$ cat config.mk
export PLATFORM = sky130hd
export DESIGN_NAME = fp_mul_mantissa_iter
export DESIGN_NICKNAME = d
export VERILOG_FILES = /design/src/rtl/fp_mul_mantissa_iter.sv
export SDC_FILE = /design/constraint.sdc
export NUM_CORES = 1
export LEC_CHECK = 0
export BUFFER_PORTS_ARGS = -buffer_cell sky130_fd_sc_hd__buf_2
export CAP_MARGIN = 5
export CORE_MARGIN = 1
export CORE_UTILIZATION = 35
export CTS_CLUSTER_SIZE = 10
export DETAILED_ROUTE_END_ITERATION = 8
export PLACE_DENSITY = 0.59
export SYNTH_ARGS = -nofsm -noshare
export SYNTH_HDL_FRONTEND = slang
export SYNTH_SLANG_ARGS = --single-unit
$ cat constraint.sdc
create_clock -name clk -period 7.5 [get_ports clk]
set_input_delay 0.75 -clock clk [delete_from_list [all_inputs] [get_ports clk]]
set_output_delay 0.75 -clock clk [all_outputs]
set_load 0.01 [all_outputs]
$ cat src/rtl/fp_mul_mantissa_iter.sv
// Sequential FP32 mantissa multiplier and result packer.
// It computes a radix-2 shift-add product with one multiplier bit per cycle
// (24 cycles), then normalizes and rounds to nearest-even in a single cycle.
// It packs the IEEE-754 single result and hands it off with valid/ready.
module fp_mul_mantissa_iter (
    input  logic        clk,
    input  logic        rst_n,
    input  logic        in_valid,
    output logic        in_ready,
    input  logic [23:0] mul1_mantissa_normalized,
    input  logic [23:0] mul2_mantissa_normalized,
    input  logic [4:0]  mul1_shift,
    input  logic [4:0]  mul2_shift,
    input  logic [7:0]  current_exponent,
    input  logic        result_sign,
    output logic        out_valid,
    input  logic        out_ready,
    output logic [31:0] result,
    output logic        overflow,
    output logic        underflow
);

    typedef enum logic [1:0] {
        IDLE = 2'd0,
        MUL  = 2'd1,
        NORM = 2'd2,
        DONE = 2'd3
    } state_t;

    state_t      state;
    state_t      state_nxt;
    logic [4:0]  count;

    logic [23:0] multiplicand;
    logic [23:0] multiplier;
    logic [47:0] product;
    logic [4:0]  shift1;
    logic [4:0]  shift2;
    logic [7:0]  exponent;
    logic        sign;

    logic        accept;
    logic [33:0] packed_nxt;

    // Normalize the 48-bit product, round to nearest-even, and apply the
    // zero / overflow / underflow exceptions in priority order.
    // Returned as {overflow, underflow, result[31:0]}.
    function automatic logic [33:0] norm_round(
        input logic [47:0] p,
        input logic [7:0]  exp_in,
        input logic [4:0]  sh1,
        input logic [4:0]  sh2,
        input logic        sgn
    );
        logic signed [10:0] e;
        logic [22:0]        mant;
        logic               guard;
        logic               sticky;
        logic [23:0]        mant_rnd;
        logic [33:0]        res;
        e = $signed({3'b000, exp_in}) - $signed({6'b000000, sh1})
            - $signed({6'b000000, sh2}) + $signed({10'b0000000000, p[47]});
        if (p[47]) begin
            mant   = p[46:24];
            guard  = p[23];
            sticky = |p[22:0];
        end else begin
            mant   = p[45:23];
            guard  = p[22];
            sticky = |p[21:0];
        end
        mant_rnd = {1'b0, mant} + {23'b0, (guard && (sticky || mant[0]))};
        // A carry out of the fraction leaves it all-zero and bumps the exponent.
        if (mant_rnd[23]) begin
            e = e + 11'sd1;
        end
        if (p == 48'd0) begin
            res = {2'b00, sgn, 31'b0};
        end else if (e >= 11'sd255) begin
            res = {2'b10, sgn, 8'hFF, 23'b0};
        end else if (e <= 11'sd0) begin
            res = {2'b01, sgn, 31'b0};
        end else begin
            res = {2'b00, sgn, e[7:0], mant_rnd[22:0]};
        end
        return res;
    endfunction

    assign in_ready   = (state == IDLE);
    assign accept     = in_valid && in_ready;
    assign packed_nxt = norm_round(product, exponent, shift1, shift2, sign);

    // Next-state logic: fixed 24 multiply iterations, one normalize cycle,
    // then hold the result until downstream takes it.
    always_comb begin
        state_nxt = state;
        case (state)
            IDLE: if (accept) state_nxt = MUL;
            MUL:  if (count == 5'd23) state_nxt = NORM;
            NORM: state_nxt = DONE;
            DONE: if (out_ready) state_nxt = IDLE;
            default: state_nxt = IDLE;
        endcase
    end

    // Control and output registers; reset discards any in-flight operation.
    always_ff @(posedge clk or negedge rst_n) begin
        if (!rst_n) begin
            state     <= IDLE;
            count     <= 5'd0;
            out_valid <= 1'b0;
            result    <= 32'h0;
            overflow  <= 1'b0;
            underflow <= 1'b0;
        end else begin
            state <= state_nxt;
            if (accept) begin
                count <= 5'd0;
            end else if (state == MUL) begin
                count <= count + 5'd1;
            end
            if (state == NORM) begin
                out_valid <= 1'b1;
                overflow  <= packed_nxt[33];
                underflow <= packed_nxt[32];
                result    <= packed_nxt[31:0];
            end else if (state == DONE && out_ready) begin
                out_valid <= 1'b0;
            end
        end
    end

    // Operand capture and shift-add datapath; these need no reset because
    // they are always reloaded on accept before being used.
    always_ff @(posedge clk) begin
        if (accept) begin
            multiplicand <= mul1_mantissa_normalized;
            multiplier   <= mul2_mantissa_normalized;
            shift1       <= mul1_shift;
            shift2       <= mul2_shift;
            exponent     <= current_exponent;
            sign         <= result_sign;
            product      <= 48'd0;
        end else if (state == MUL) begin
            if (multiplier[0]) begin
                product <= product + ({24'd0, multiplicand} << count);
            end
            multiplier <= multiplier >> 1;
        end
    end

endmodule

# == Yosys cells after proc, flatten, opt, wreduce, memory -nomap -nowiden ==
# Index checks and enable logic that the tools add are counted.
# word_totals
word_cells,59
inputBits,71
ff_bits,157
# classes
eq_ne,7
order_cmp,2
addsub,7
reduce_logical,12
shift,1
mux,17
# op_table
cell,count
2-to-1 mux 34 bit,2
adder 48 bit,1
logical NOT 48 bit,1
2-to-1 mux 24 bit,2
<< shifter 24 x 5 -> 48 bit,1
2-to-1 mux 33 bit,1
adder 23 x 1 -> 24 bit,1
2-to-1 mux 23 bit,1
OR reduction 23 bit,1
OR reduction 22 bit,1
adder 10 x 2 -> 11 bit,1
adder 11 x 2 -> 11 bit (second input constant),1
>= comparator 11 x 9 -> 1 bit (second input constant),1
<= comparator 11 x 1 -> 1 bit (second input constant),1
2-to-1 mux 11 bit,1
2-to-1 mux 5 bit,2
subtractor 9 x 6 -> 10 bit,1
subtractor 8 x 5 -> 9 bit,1
one-hot mux 2 bit (4 select lines),1
2-to-1 mux 2 bit,3
adder 5 x 1 -> 5 bit (second input constant),1
== test 5 bit (second input constant),1
== test 2 bit (second input constant),2
2-to-1 mux 1 bit,4
9 further kinds,13

# == Longest topological paths before layout ==
# Gate-level depths: netlist of the first run.
# logic_depth
depth_word,10
ltp_mapped,23

# == Worst setup path after synthesis of the first run ==
# OpenSTA, ideal clock, no wires.
# synth_timing
path_kind,reg-to-reg
startpoint,register shift1[0]
endpoint,register result[8]
path_slack_ns,2.761
n_path_buf,1
setup_time_ns,0.104
t_arrival_ns,4.635
synth_period_minus_slack_ns,4.739
stages_incl_launch_ff,17
t_required_ns,7.396
path_cell_list,edfxtp_1 > ha_1 > inv_1 > fa_1 > ha_1 > inv_1 > fa_1 > xnor2_1 > nand3_1 > or4_4 > or2_4 > and2_0 > mux2_2 > o21a_1 > or4b_1 > buf_4 > o41ai_4
# synth_between
elab_chain_cells,9
elab_cells_between_ends,10
classes_between,add/sub: 4; order compare: 2; mux: 4
# synth_lines
element,line,source
"start, declared",37,logic [4:0] shift1;
"start signal, assigned",139,shift1 <= mul1_shift;
subtractor 8 x 5 -> 9 bit (*),61,"e = $signed({3'b000, exp_in}) - $signed({6'b000000, sh1})"
subtractor 9 x 6 -> 10 bit (*),62,"- $signed({6'b000000, sh2}) + $signed({10'b0000000000, p[47]});"
adder 10 x 2 -> 11 bit (*),62,
adder 11 x 2 -> 11 bit,75,e = e + 11'sd1;
2-to-1 mux 11 bit (*),74,if (mant_rnd[23]) begin
<= comparator 11 x 1 -> 1 bit,81,end else if (e <= 11'sd0) begin
2-to-1 mux 33 bit,81,
2-to-1 mux 34 bit (*),79,end else if (e >= 11'sd255) begin
2-to-1 mux 34 bit (*),77,if (p == 48'd0) begin
"end signal, assigned",126,result <= packed_nxt[31:0];
"end, declared",18,"output logic [31:0] result,"
# Every way passes the cells marked *; elsewhere a longest branch is shown, timed or not.
# A chain may end at the register's enable or synchronous reset.

# == Final worst setup path of the first run ==
# layout_timing
startpoint,register shift1[1]
endpoint,register result[8]
# The elaborated chain is that of the path after synthesis.

==> results of run 1 <==
==> metrics by stage <==
stage                     std cells  area, µm²  power [W]  setup slack [ns]
final                          1924      13300    0.00569              2.07
after global routing           1924      13300    0.00618              1.59
after CTS                      1924      13300    0.00571              2.07
after detailed placement       1892      12700    0.00483              2.09
after global placement         1892      12700    0.00480              2.19
after floorplan                1405      11900    0.00402              2.76
==> worst max-delay path, cell delays in order (launching register included) <==
cell and delay (ns):
edfxtp_1 0.38, inv_1 0.11, ha_1 0.23, nor2b_1 0.15
o31a_1 0.28, o31ai_2 0.35, nand2_1 0.21, inv_1 0.14
ha_1 0.22, or2_2 0.14, nor2_1 0.05, a211o_1 0.36
a211oi_1 0.19, a21oi_1 0.08, xnor2_1 0.44, mux2_2 0.40
o21a_1 0.18, or4b_1 0.93, o41ai_4 0.46
==> registers in the layout (all words and copies together), names as in the netlist <==
name and count:
underflow 1, shift2 5, count 5, state 2, sign 1, exponent 8, result 32, overflow 1
product 48, shift1 5, multiplicand 24, out_valid 1, multiplier 24
==> kinds of logic (layout without fill, tap and decap cells) <==
kind of cell               Yosys count  after routing  synth area share
and+or+nand+nor                    499            499             0.194
AOI/OAI and AO/OA                  395            395             0.220
DFF                                157            157             0.338
buffers and inverters              141            212            0.0470
adders and majority gates           74             74            0.0797
xor gates and xnor gates            70             70            0.0527
muxes                               69             69            0.0688
==> path summary, 6_finish.rpt <==
path | depth (start not counted) | end | slack, ns
max in group asynchronous | 1 | count[3]$_DFFE_PN0P_ | 6.38
setup reg to reg | 18 | result[8]$_DFFE_PN0P_ | 2.07
hold / removal | 2 | product[8]$_SDFFE_PP0P_ | 0.47
setup / recovery | 18 | result[8]$_DFFE_PN0P_ | 2.07
min in group asynchronous | 1 | result[5]$_DFFE_PN0P_ | 0.48
hold reg to reg | 2 | product[8]$_SDFFE_PP0P_ | 0.47
==> metal layers <==
layer | global-route usage | wire [µm] | vias up
li1 | - | - | 5240
met3 | 0.0297 | 1130 | 34
met2 | 0.274 | 13600 | 208
met5 | 0 | 0 | -
met4 | 0.0528 | 548 | 0
met1 | 0.249 | 15200 | 4862
==> area by class of cell <==
cell class | count | area, µm²
fill | 3381 | 20100
multi-input combinational | 1107 | 7310
sequential | 157 | 4030
timing repair buffer | 116 | 606
tap | 448 | 561
clock buffer | 18 | 429
inverter | 64 | 241
clock inverter | 14 | 134
==> placed cells by master, fill, tap and decap left out, drive strengths merged, types with 6 or more instances in the layout <==
cell type	instances
inv	67
a21oi	113
and3	16
a21o	30
and2	17
buf	116
clkbuf	18
nand2	221
a211oi	30
mux2	22
xor2	23
ha	71
nor3	23
clkinvlp	6
o2bb2ai	20
o211ai	7
nand3	29
mux4	8
nor4	12
nand2b	12
mux2i	39
nand4	14
a311oi	7
o21ai	78
or3	7
o221ai	6
or2	9
nor2b	14
edfxtp	67
a31oi	13
o22ai	13
o21a	10
nor2	108
o31ai	8
dfxtp	48
dfrtp	42
xnor2	46
==> power by group through the flow <==
stage / combinational (W) / sequential, W / clock, W
3_5_place_dp: 0.00340 / 0.00144 / 0
2_1_floorplan: 0.00266 / 0.00136 / 0
6_report: 0.00342 / 0.00142 / 0.000851
4_1_cts: 0.00342 / 0.00142 / 0.000877
5_1_grt: 0.00382 / 0.00146 / 0.000908
3_3_place_gp: 0.00337 / 0.00143 / 0
==> results.md, run 1 <==
* Outcome: finished, final reports clean
* Power share of the clock group at 0.149
* Area share of the largest cell type after synthesis at 0.169
* CTS root buf: clkbuf_16
* Iteration-0 DRC Markers at 640
* Final hold vios at 0
* Syn Area/Cell at 8.47 µm²
* Fin crit share at 0.724
* Max Slew Vio Count at 0
* Max-Cap Viols at 0
* Antenna-violating nets left at 0
* Async S/R FF share, synth at 0.268
* Layout area overhead at 11.9%
* Port Buffer Count at 106
* Switch share at 0.471
* Clock Path Buffers at 2
* CP Capture Type: flip-flop
* Core Region at 33400 µm²
* Worst-Margin Slew at 1.14 ns
* Wirelength per Cell at 15.8 µm
* Post-layout util at 0.398
* Ys flop type: edfxtp_1
* Post-synth EDFFs at 67
* Chip width at 186 µm
* Combinational share of power at 0.601
* Maximum vdd drop at about 0.2 mV
* Reg2reg start: shift1[1]$_DFFE_PP_
* Cells after Synth at 1405
* Die Ht at 186 µm
* Clock Sinks at 157
* Hold Crit Class: reg -> reg
* Crit path max fanout at 23
* Yosys top cell by area: edfxtp_1
* Initial antenna violation count at 0
* Crit path from: shift1[1]$_DFFE_PP_
* Number of global-route vias before repair at 9619
* Switch Pwr at 0.00268 W
* Synth top area cells: edfxtp_1 17%, dfrtp_1 8.8%, dfxtp_1 8.1%, ha_1 7.5%, nand2_1 6.9%
* # rows at 67
* Sequential share of power at 0.249
* Nets@finish at 1608
* Worst skew pair latency at roughly 0.44 ns
* PwrDens at 428 nW/µm²
* Share of post-route cells with drive strength above 1 at 0.135
* Synth Cell Area at 11900 µm²
* Hold Slack at 0.470 ns
* TritonCTS clock tree: yes
* Starting Density at 0.356
* P_leak at 5.57 nW
* Slew margin rel. at 0.238
* Unique cell type count in the Yosys netlist at 83
* # IOs at 107
* Min Tclk post-route at 5.43 ns
* Clock Skews at between 0.02 and 0.025 ns
* Routed WL at just over 30 mm
* Setup CP Type: reg -> reg
* Fmax at 0.184 GHz
* CTS Buf Count at 17
* Via/cell ratio at 5.38
* Count leader, synth: nand2_1
* Hold_buf cts at 0
* P_int at ~0.003 W
* Min-delay src: product[8]$_SDFFE_PP0P_
* Pin count of the biggest net entering global routing at 78
* H-Tree Depth at 4
* Grt total ovfl at 0
* Startpoint Class: flip-flop
* First-pass detailed-route iteration total at 5
* Post-synth top cells: 220 x nand2_1, 113 x a21oi_1, 108 x nor2_1
* Number of gates resized after cts at 0
* DPL Wire Length at approximately 23 mm
* GP Congestion at 0.898
* Worst-path clk slew at 0.07 ns
* Final setup fails at 0
* # diodes at 0
* Worst EP required at 7.84 ns
* GRT Total Usage at 0.176
* Sequential fraction of the synthesis area at 0.338
* Crit path arrival time at 5.76 ns
* RSZ-0062 raised after global routing: no
* Net count after synthesis at 1550
* First-pass GRT wire length at ~50 mm
* Die area at around 35000 µm²
* Fin Setup TNS at 0 ns
* Warnings from Yosys at 0
* Flops & latches, synth at 157
* Setup bufs post-CTS at 0
* Drt drc at 0
* Vias at 10344
(Power assumes the default switching activity.)
==> run 2, diff against run 1 <==
--- a/config.mk
+++ b/config.mk
@@ -5,13 +5,14 @@
 export SDC_FILE = /design/constraint.sdc
 export NUM_CORES = 1
 export LEC_CHECK = 0
+export ABC_AREA = 1
 export BUFFER_PORTS_ARGS = -buffer_cell sky130_fd_sc_hd__buf_2
 export CAP_MARGIN = 5
 export CORE_MARGIN = 1
 export CORE_UTILIZATION = 35
 export CTS_CLUSTER_SIZE = 10
 export DETAILED_ROUTE_END_ITERATION = 8
-export PLACE_DENSITY = 0.59
+export PLACE_DENSITY = 0.6
 export SYNTH_ARGS = -nofsm -noshare
 export SYNTH_HDL_FRONTEND = slang
 export SYNTH_SLANG_ARGS = --single-unit
==> constraint.sdc (replaced) <==
create_clock -name clk -period 4.64 [get_ports clk]
set_input_delay 0.464 -clock clk [delete_from_list [all_inputs] [get_ports clk]]
set_output_delay 0.464 -clock clk [all_outputs]
set_load 0.01 [all_outputs]
==> run 2 against run 1 <==
  * Non-clock buffer count grew 11
  * Total power up 100%
  * Critical path depth up 3
  * Critical path type unchanged
  * Highest routed layer unchanged
  * Die area rose by 5.1%
  * Global-route usage grew 2.1 points
  * Maximum frequency grew 29%
  * Worst hold slack got worse by 0.29 ns
  * Via count increased by 18%
  * Cell count up 25%
  * Clock skew decreased by 0.0063 ns
  * Synthesized cell count up 32%
  * Design area increased by 6.1%
==> results.md, run 2 <==
* Post-synth top cells: 538 x nand2_1, 251 x inv_1, 165 x nor2_1
* Final setup fails at 0 (unchanged)
* Final hold vios at 0 (unchanged)
* Die area at 36500 µm² (+5.1%)
* Grt total ovfl at 0 (unchanged)
* Ys flop type: edfxtp_1
* Startpoint Class: flip-flop
* CP Capture Type: flip-flop
* Worst-Margin Slew at 1.30 ns (+0.156 ns)
* Register area at 4020 µm² (about the same)
* Yosys top cell by area: nand2_1
* Clock Skews at 0.0164 ns (-0.00628 ns)
* PwrDens at 823 nW/µm² (+92%)
* Net count after synthesis at 2000 (+29%)
* Synth top area cells: nand2_1 16%, edfxtp_1 16%, dfrtp_1 8.4%, dfxtp_1 7.7%, inv_1 7.5%
* Hold Crit Class: in -> reg
* Clock Sinks at 157 (unchanged)
* Most common cell after layout, fill and taps aside: nand2_1
* Max-Cap Viols at 0 (unchanged)
* Share of post-route cells with drive strength above 1 at 0.0931 (-0.0417)
* Dpl ws at 0.299 ns (-1.79 ns)
* Flops & latches, synth at 157 (unchanged)
* Most frequent cells in the layout: 537 x nand2_1, 251 x inv_1, 165 x nor2_1, 153 x o21ai_0
* Area share of the largest cell type after synthesis at 0.161 (-0.00764)
* Min Tclk post-route at 4.20 ns (-1.23 ns)
* Max reg flops at 48 (unchanged)
* Worst EP required at 4.98 ns (-2.86 ns)
* Number of gates resized after cts at 0 (unchanged)
* Core Region at 34900 µm² (+4.3%)
* Count leader, synth: nand2_1
* Switch share at 0.528 (+0.0574)
* Starting Density at 0.358 (+0.00284)
* Async S/R FF share, synth at 0.268 (unchanged)
* Clock Path Buffers at 2 (unchanged)
* Iteration-0 DRC Markers at 798 (+25%)
* Post-synth EDFFs at 67 (unchanged)
* Syn Area/Cell at 6.74 µm² (-20%)
* Sequential fraction of the synthesis area at 0.322 (-0.0165)
* Chip width at 191 µm (+2.5%)
* Crit path max fanout at 17 (-26%)
* Drt drc at 0 (unchanged)
* # IOs at 107 (unchanged)
* Cells after Synth at 1855 (+32%)
* GP Congestion at 0.939 (+4.5%)
* Outcome: finished, final reports clean
* Pin count of the biggest net entering global routing at 76 (-2.6%)
* Area of the multi-input gates at 7290 µm² (-0.29%)
* Setup ws final at 0.442 ns (-1.63 ns)
* Fin Setup TNS at 0 ns (unchanged)
* # rows at 68 (+1.5%)
* Vias at 12181 (+18%)
* Port Buffer Count at 106 (unchanged)
* H-Tree Depth at 4 (unchanged)
* Number of global-route vias before repair at 11393 (+18%)
* Fmax at 0.238 GHz (+29%)
* Layout area overhead at 13.0%
* Antenna-violating nets left at 0 (unchanged)
* CTS Buf Count at 17 (unchanged)
* Combinational share of power at 0.662 (+0.061)
* Warnings from Yosys at 0 (unchanged)
* Via/cell ratio at 5.06 (-5.9%)
* Fin crit share at 0.905 (+0.181)
* DPL Wire Length at 27.5 mm (+21%)
* Synth Cell Area at 12500 µm² (+5.1%)
* First-pass GRT wire length at 57.3 mm (+14%)
* Worst skew pair latency at 0.46 ns (+0.02 ns)
* P_int at 0.00549 W (+82%)
* CTS root buf: clkbuf_16
* TritonCTS clock tree: yes
* Setup CP Type: reg -> reg
* Unique cell type count in the Yosys netlist at 52 (-37%)
* Non-filler instance count after layout at 2409 (+25%)
* Slew margin rel. at 0.127 (-0.112)
* FILL cells at 3681 (+8.9%)
* Largest regs: product (48), result (32)
* P_leak at 6.95 nW (+25%)
* # diodes at 0 (unchanged)
* Worst-path clk slew at 0.07 ns (about the same)
* Initial antenna violation count at 0 (unchanged)
* Power share of the clock group at 0.125 (-0.024)
* Switch Pwr at 0.00614 W (+130%)
* RSZ-0062 raised after global routing: no
* Crit path arrival time at 4.54 ns (-1.22 ns)
* Placed insts at 2377 (+26%)
* Nets@finish at 2086 (+30%)
* Wirelength per Cell at 14.6 µm (-7.9%)
* Die Ht at 191 µm (+2.5%)
* First-pass detailed-route iteration total at 7 (+2)
* Routed WL at 35.1 mm (+15%)
* Max Slew Vio Count at 0 (unchanged)
* GRT Total Usage at 0.197 (+0.0211)
* Sequential share of power at 0.213 (-0.036)
* Setup bufs post-CTS at 0 (unchanged)
* Reg with most FFs: product
* Maximum vdd drop at 0.480 mV (+140%)
* Hold_buf cts at 0 (unchanged)
[run 2: cell count changes after synthesis, sizes merged, moves of 31 or more]
| cell | before | now |
|---|---|---|
| inv | 62 | 252 |
| nand2 | 221 | 540 |
| nand3 | 29 | 108 |
| nor2 | 108 | 171 |
| o21ai | 78 | 164 |
| xnor2 | 46 | 15 |
[run 2: routing by layer]
metal / global-route usage / wire length [µm] / part of all wire
met1: 0.267 / 17000 / 0.48
met2: 0.320 / 15900 / 0.45
met3: 0.0330 / 1600 / 0.046
met4: 0.0582 / 652 / 0.019
met5: 0 / 0 / 0
[run 2: critical path, stage by stage, from the launching register on]
cell	delay (ns)
dfrtp_1	0.37
inv_1	0.34
buf_4	0.22
nand2_1	0.07
nand3_1	0.07
o21ai_0	0.11
o21ai_0	0.26
mux2i_1	0.14
o21ai_0	0.48
ha_1	0.27
nand2_1	0.11
nor2_1	0.12
inv_1	0.07
nor2_1	0.10
inv_1	0.06
nor4_1	0.37
a21oi_1	0.19
o21ai_0	0.36
xnor2_1	0.17
nand2_1	0.07
o211ai_1	0.09
inv_1	0.05
[run 2: final timing paths]
path / start / to / slack [ns] / cells past startpoint
max: count[0]$_DFFE_PN0P_ / product[24]$_SDFFE_PP0P_ / 0.44 / 21
max reg2reg: count[0]$_DFFE_PN0P_ / product[24]$_SDFFE_PP0P_ / 0.44 / 21
min reg2reg: sign$_DFFE_PP_ / result[31]$_DFFE_PN0P_ / 0.46 / 2
min in group asynchronous: rst_n / result[27]$_DFFE_PN0P_ / 0.19 / 1
min: current_exponent[2] / exponent[2]$_DFFE_PP_ / 0.18 / 1
max in group asynchronous: rst_n / count[0]$_DFFE_PN0P_ / 3.79 / 1
[run 2: area by class of cell]
type                       count  area share
sequential                   157       0.285
clock buffer                  17      0.0301
tap                          455      0.0403
timing repair buffer         127      0.0487
clock inverter                15      0.0121
multi-input combinational   1383       0.516
inverter                     255      0.0678
[run 2: cells by family (layout without fill, tap and decap cells)]
logic type,Yosys count,in the layout,synth area share
compound gates,348,348,0.159
xor+xnor,49,49,0.0343
flops,157,157,0.322
buf+inv,315,414,0.0973
simple gates,898,898,0.301
fa+ha+maj,74,74,0.0758
mux,14,14,0.0112
[run 2: power by group through the flow]
| stage | combinational (W) | clock [W] | sequential (W) |
|---|---|---|---|
| 6_report | 0.00770 | 0.00146 | 0.00248 |
| 3_3_place_gp | 0.00751 | 0 | 0.00248 |
| 5_1_grt | 0.00871 | 0.00154 | 0.00254 |
| 3_5_place_dp | 0.00757 | 0 | 0.00249 |
| 2_1_floorplan | 0.00558 | 0 | 0.00242 |
| 4_1_cts | 0.00761 | 0.00150 | 0.00247 |
[run 2: stage by stage]
stage               hold WS (ns)   util  total power (W)  cell area (µm²)
floorplan                  0.168      -          0.00800            12500
global placement           0.442  0.387          0.00999            13500
detailed placement         0.454  0.387           0.0101            13500
CTS                        0.162  0.404           0.0116            14100
global route               0.165  0.405           0.0128            14100
finish                     0.183  0.405           0.0116            14100
